File: config.mk
export PLATFORM = sky130hd
export DESIGN_NAME = writeback_stage
export DESIGN_NICKNAME = d
export VERILOG_FILES = /design/src/rtl/writeback_stage.sv
export SDC_FILE = /design/constraint.sdc
export NUM_CORES = 1
export LEC_CHECK = 0
export ABC_AREA = 1
export CORE_UTILIZATION = 50
export CTS_CLUSTER_SIZE = 12
export DETAILED_ROUTE_END_ITERATION = 8
export PLACE_DENSITY = 0.86
export SLEW_MARGIN = 20
export SYNTH_ARGS = -nofsm -noshare
export SYNTH_HDL_FRONTEND = slang
export SYNTH_SLANG_ARGS = --single-unit
File: constraint.sdc
create_clock -name clock -period 3.54 [get_ports clock]
set_input_delay 0.531 -clock clock [delete_from_list [all_inputs] [get_ports clock]]
set_output_delay 0.531 -clock clock [all_outputs]
set_load 0.02 [all_outputs]
File: src/rtl/writeback_stage.sv
// writeback_stage: MEM/WB pipeline register plus register-file write port.
// Selects ALU result, load data or link PC, blocks writes to r0, makes sure
// each instruction writes only once across a stall, and drives the
// same-cycle decode bypass flags.
// Optional feature: define WB_RETIRE_CNT_EN to add the 32-bit 'retired' counter port.
module writeback_stage #(
    parameter int DATA_W   = 32,
    parameter int REG_W    = 5,
    parameter int LINK_REG = 31
) (
    input  logic              clock,
    input  logic              aclr,
    input  logic              valid_in,
    input  logic              regWr_in,
    input  logic              m2Reg_in,
    input  logic              jalOp_in,
    input  logic [REG_W-1:0]  rd_in,
    input  logic [DATA_W-1:0] alu_in,
    input  logic [DATA_W-1:0] mem_in,
    input  logic [DATA_W-1:0] pc_in,
    input  logic              stall,
    input  logic              flush,
    input  logic [REG_W-1:0]  rs1FD,
    input  logic [REG_W-1:0]  rs2FD,
    output logic              ctrl_writeEnable,
    output logic [REG_W-1:0]  wb_writeReg,
    output logic [DATA_W-1:0] wbdata_writeReg,
    output logic              highFD1,
    output logic              highFD2
`ifdef WB_RETIRE_CNT_EN
    ,
    output logic [31:0]       retired
`endif
);

    localparam logic [REG_W-1:0] LINK_IDX = REG_W'(LINK_REG);

    // MEM/WB register fields
    logic              v_reg, rw_reg, m2_reg, jal_reg, done_reg;
    logic [REG_W-1:0]  rd_reg;
    logic [DATA_W-1:0] alu_reg, mem_reg, pc_reg;
    logic              done_next;

    // done records that the held instruction already wrote, so a stall
    // does not repeat the register-file write
    always_comb begin
        done_next = 1'b0;
        if (flush) begin
            done_next = 1'b0;
        end else if (stall) begin
            done_next = done_reg | ctrl_writeEnable;
        end
    end

    // Pipeline register: flush beats stall, stall beats capture
    always_ff @(posedge clock or negedge aclr) begin
        if (!aclr) begin
            v_reg    <= 1'b0;
            rw_reg   <= 1'b0;
            m2_reg   <= 1'b0;
            jal_reg  <= 1'b0;
            rd_reg   <= '0;
            alu_reg  <= '0;
            mem_reg  <= '0;
            pc_reg   <= '0;
            done_reg <= 1'b0;
        end else begin
            done_reg <= done_next;
            if (flush) begin
                v_reg  <= 1'b0;
                rw_reg <= 1'b0;
            end else if (!stall) begin
                v_reg   <= valid_in;
                rw_reg  <= regWr_in;
                m2_reg  <= m2Reg_in;
                jal_reg <= jalOp_in;
                rd_reg  <= rd_in;
                alu_reg <= alu_in;
                mem_reg <= mem_in;
                pc_reg  <= pc_in;
            end
        end
    end

    // Write-back select; the r0 check uses the selected index so jal to r0 still links
    always_comb begin
        wb_writeReg     = jal_reg ? LINK_IDX : rd_reg;
        wbdata_writeReg = jal_reg ? pc_reg : (m2_reg ? mem_reg : alu_reg);
        ctrl_writeEnable = v_reg & (rw_reg | jal_reg) & ~done_reg & (wb_writeReg != '0);
    end

    // Same-cycle bypass comparators, one per decode operand
    logic [REG_W-1:0] rs_fd [2];
    logic [1:0]       high_fd;

    assign rs_fd[0] = rs1FD;
    assign rs_fd[1] = rs2FD;

    genvar gi;
    generate
        for (gi = 0; gi < 2; gi++) begin : g_bypass
            assign high_fd[gi] = ctrl_writeEnable & (wb_writeReg == rs_fd[gi]);
        end
    endgenerate

    assign highFD1 = high_fd[0];
    assign highFD2 = high_fd[1];

`ifdef WB_RETIRE_CNT_EN
    logic [31:0] retired_reg;
    logic [31:0] retired_next;

    // An instruction retires when it leaves the stage by capture or flush
    always_comb begin
        retired_next = retired_reg;
        if (v_reg && (flush || !stall)) begin
            retired_next = retired_reg + 32'd1;
        end
    end

    // Retired-instruction counter, wraps naturally
    always_ff @(posedge clock or negedge aclr) begin
        if (!aclr) begin
            retired_reg <= '0;
        end else begin
            retired_reg <= retired_next;
        end
    end

    assign retired = retired_reg;
`endif

endmodule

==> metrics.txt, run 1 <==
Layout Nets=881; Tightest Pin Transition=~0.66 ns; GRT Util Overall=0.237; asr flop ratio synth=1.00; final worst slack=0.463 ns; Setup CP Type=reg2out; Synth Cell Area=4980 µm²; number of max-cap violations=0; Initial Util=0.512; cell area power density=444 nW/µm²; leading post-synthesis cells by cell area=dfrtp_1 53%, nand2_1 18%, o21ai_0 9.4%; layout cells sized above 1=0.0339; TritonCTS clock tree=yes; Clock Skews=0.0118 ns; CP max stage cell=clkdlybuf4s50_1; core footprint=approximately 9700 µm²; Max-slew headroom=0.560; Design Power=2.99 mW; CTS Buf Count=9; Final Hold Viols=0; fin. max-slew vios=0; crit path cell chain=inv_4 > nand2_1 > nand2_1 > nand2_1 > nor2_1 > nand2_1 > nor2_1 > clkdlybuf4s50_1; TritonRoute pass-1 iters=4; Yosys top cell area share=0.533; drt wl/cell=13.2 µm; post-synthesis register bit count=106; Synth top cells by count=239 x nand2_1, 106 x dfrtp_1, 93 x o21ai_0; 1st-iter DRT viols=195; Avg Inst Size Synth=7.95 µm²; Worst-path clk slew=0.11 ns; DP HPWL=8.43 mm; EDFF count, synth=0; Final Non-Filler Cells=900; CTS sink count=106; Max H-tree Level=3; worst slack, placed=around 0.86 ns; placed insts=884; Synth cell types=18; Syn Nets=745; DR DRC count=0; Syn Inst Count=approximately 630; DR vias/cell=slightly below 5; later-pin clock latency in the skew report=~0.36 ns; Clock Path Buffers=2; Hold Path Class=in2async; TNS Setup=0 ns; Antenna Nets Post-Route=0; maximum number of pins on one net before global-route repair=between 100 and 150; GR Overflow Total=0; Hold Worst Slack=0.185 ns; Ys Warns=0; Leakage=3.16 nW; overall routed net length=11.9 mm; fin crit period=between 3 and 4 ns; Critical Path Source Type=register; die area=10,400 µm²; Die Wd=102 µm; Synth-to-Final Area Change=35.2%; via count of the first global-routing pass=around 4,300; max frequency=~0.33 GHz; WP data required=3.01 ns; WP data arrival=2.55 ns; most common cell in the netlist=nand2_1; Critical Path Fanout Max=69; CP bufs+invs=2; final setup vio count=0; post-CTS setup buffer count=0; port buffer count=158; Root Buffer=clkbuf_8; post-synthesis sequential area ratio=0.533; # rows=36; Crit path top cell by count=nand2_1; Die H=102 µm; Final Cycle Share=0.869; VDD IR max=between 200 and 250 µV; via total after detailed routing=about 4,400; number of antenna violations at the first check in global routing=0; global-route wire length before repair=19.1 mm; n_diodes=0; status=completed; area leader, netlist=dfrtp_1; family with the most delay on the worst path=buffers and inverters; crit-path max cell delay=just over 0.6 ns; RSZ-0062 raised after global routing=no; CP Capture Type=primary output; ys flop type=dfrtp_1; Post-CTS Resized=0; # IOs=159; Hold Buf Count CTS=0; routability cong.=between 0.8 and 0.9
[worst register-to-register path, stage by stage, from the launching register on]
cell	delay (ns)
dfrtp_1	0.50
inv_4	0.52
o21ai_0	0.20
[per-layer routing]
metal	global-route usage	wire [µm]	up-vias
met4	0.0892	250	0
met5	0	0	-
li1	-	-	2216
met3	0.0359	629	23
met1	0.299	5120	2055
met2	0.412	5870	153
[stage by stage]
stage / area (µm²) / util
4_1_cts: 6730 / 0.692
5_1_grt: 6730 / 0.692
3_5_place_dp: 6550 / 0.673
6_report: 6730 / 0.692
3_3_place_gp: 6550 / 0.673
2_1_floorplan: 4980 / -
[worst paths after layout]
check | cells after the start | slack, ns | startpoint | end
max | 8 | 0.46 | jal_reg$_DFFE_PN0P_ | highFD2
min | 1 | 0.19 | aclr | mem_reg[17]$_DFFE_PN0P_
max reg2reg | 2 | 2.19 | jal_reg$_DFFE_PN0P_ | jal_reg$_DFFE_PN0P_
min reg2reg | 2 | 0.49 | alu_reg[2]$_DFFE_PN0P_ | alu_reg[2]$_DFFE_PN0P_
max in group asynchronous | 2 | 2.62 | aclr | pc_reg[3]$_DFFE_PN0P_
min in group clock | 2 | 0.49 | alu_reg[2]$_DFFE_PN0P_ | alu_reg[2]$_DFFE_PN0P_
[layout make-up]
class / instances / area (µm²)
Clock buffer: 10 / 128
Clock inverter: 6 / 50.0
Fill cell: 788 / 3000
Inverter: 84 / 318
Multi-Input combinational cell: 399 / 1780
Sequential cell: 106 / 2660
Tap cell: 133 / 166
Timing Repair Buffer: 162 / 1630
[cell usage in the layout, fill, tap and decap left out, types with 3 or more instances in the layout]
master / Yosys / final
buf_4: 2 / 3
clkbuf_8: 0 / 9
clkdlybuf4s50_1: 0 / 157
dfrtp_1: 106 / 105
inv_1: 82 / 82
nand2_1: 239 / 239
nand3_1: 5 / 5
nor2_1: 15 / 15
o211ai_1: 32 / 32
o21ai_0: 93 / 93
o21ai_1: 10 / 10
[power breakdown]
part	switching, mW	total, mW	leakage, nW	internal, mW
sequential	0.0865	1.45	1.31	1.36
combinational	0.456	0.864	1.77	0.408
clock	0.414	0.678	0.0835	0.264
[logic make-up (layout without fill, tap and decap cells)]
group           count (synthesis)  after routing  synth area share
compound gates                136            136             0.153
flops                         106            106             0.533
buf+inv                       121            262             0.110
simple gates                  263            263             0.205
(Power assumes the default switching activity.)
==> inputs of run 2 (changes only) <==
CTS_CLUSTER_SIZE = not set   (was 12)
==> results of run 2 <==
The final DEF is identical to that of run 1; final timing and power are the same.
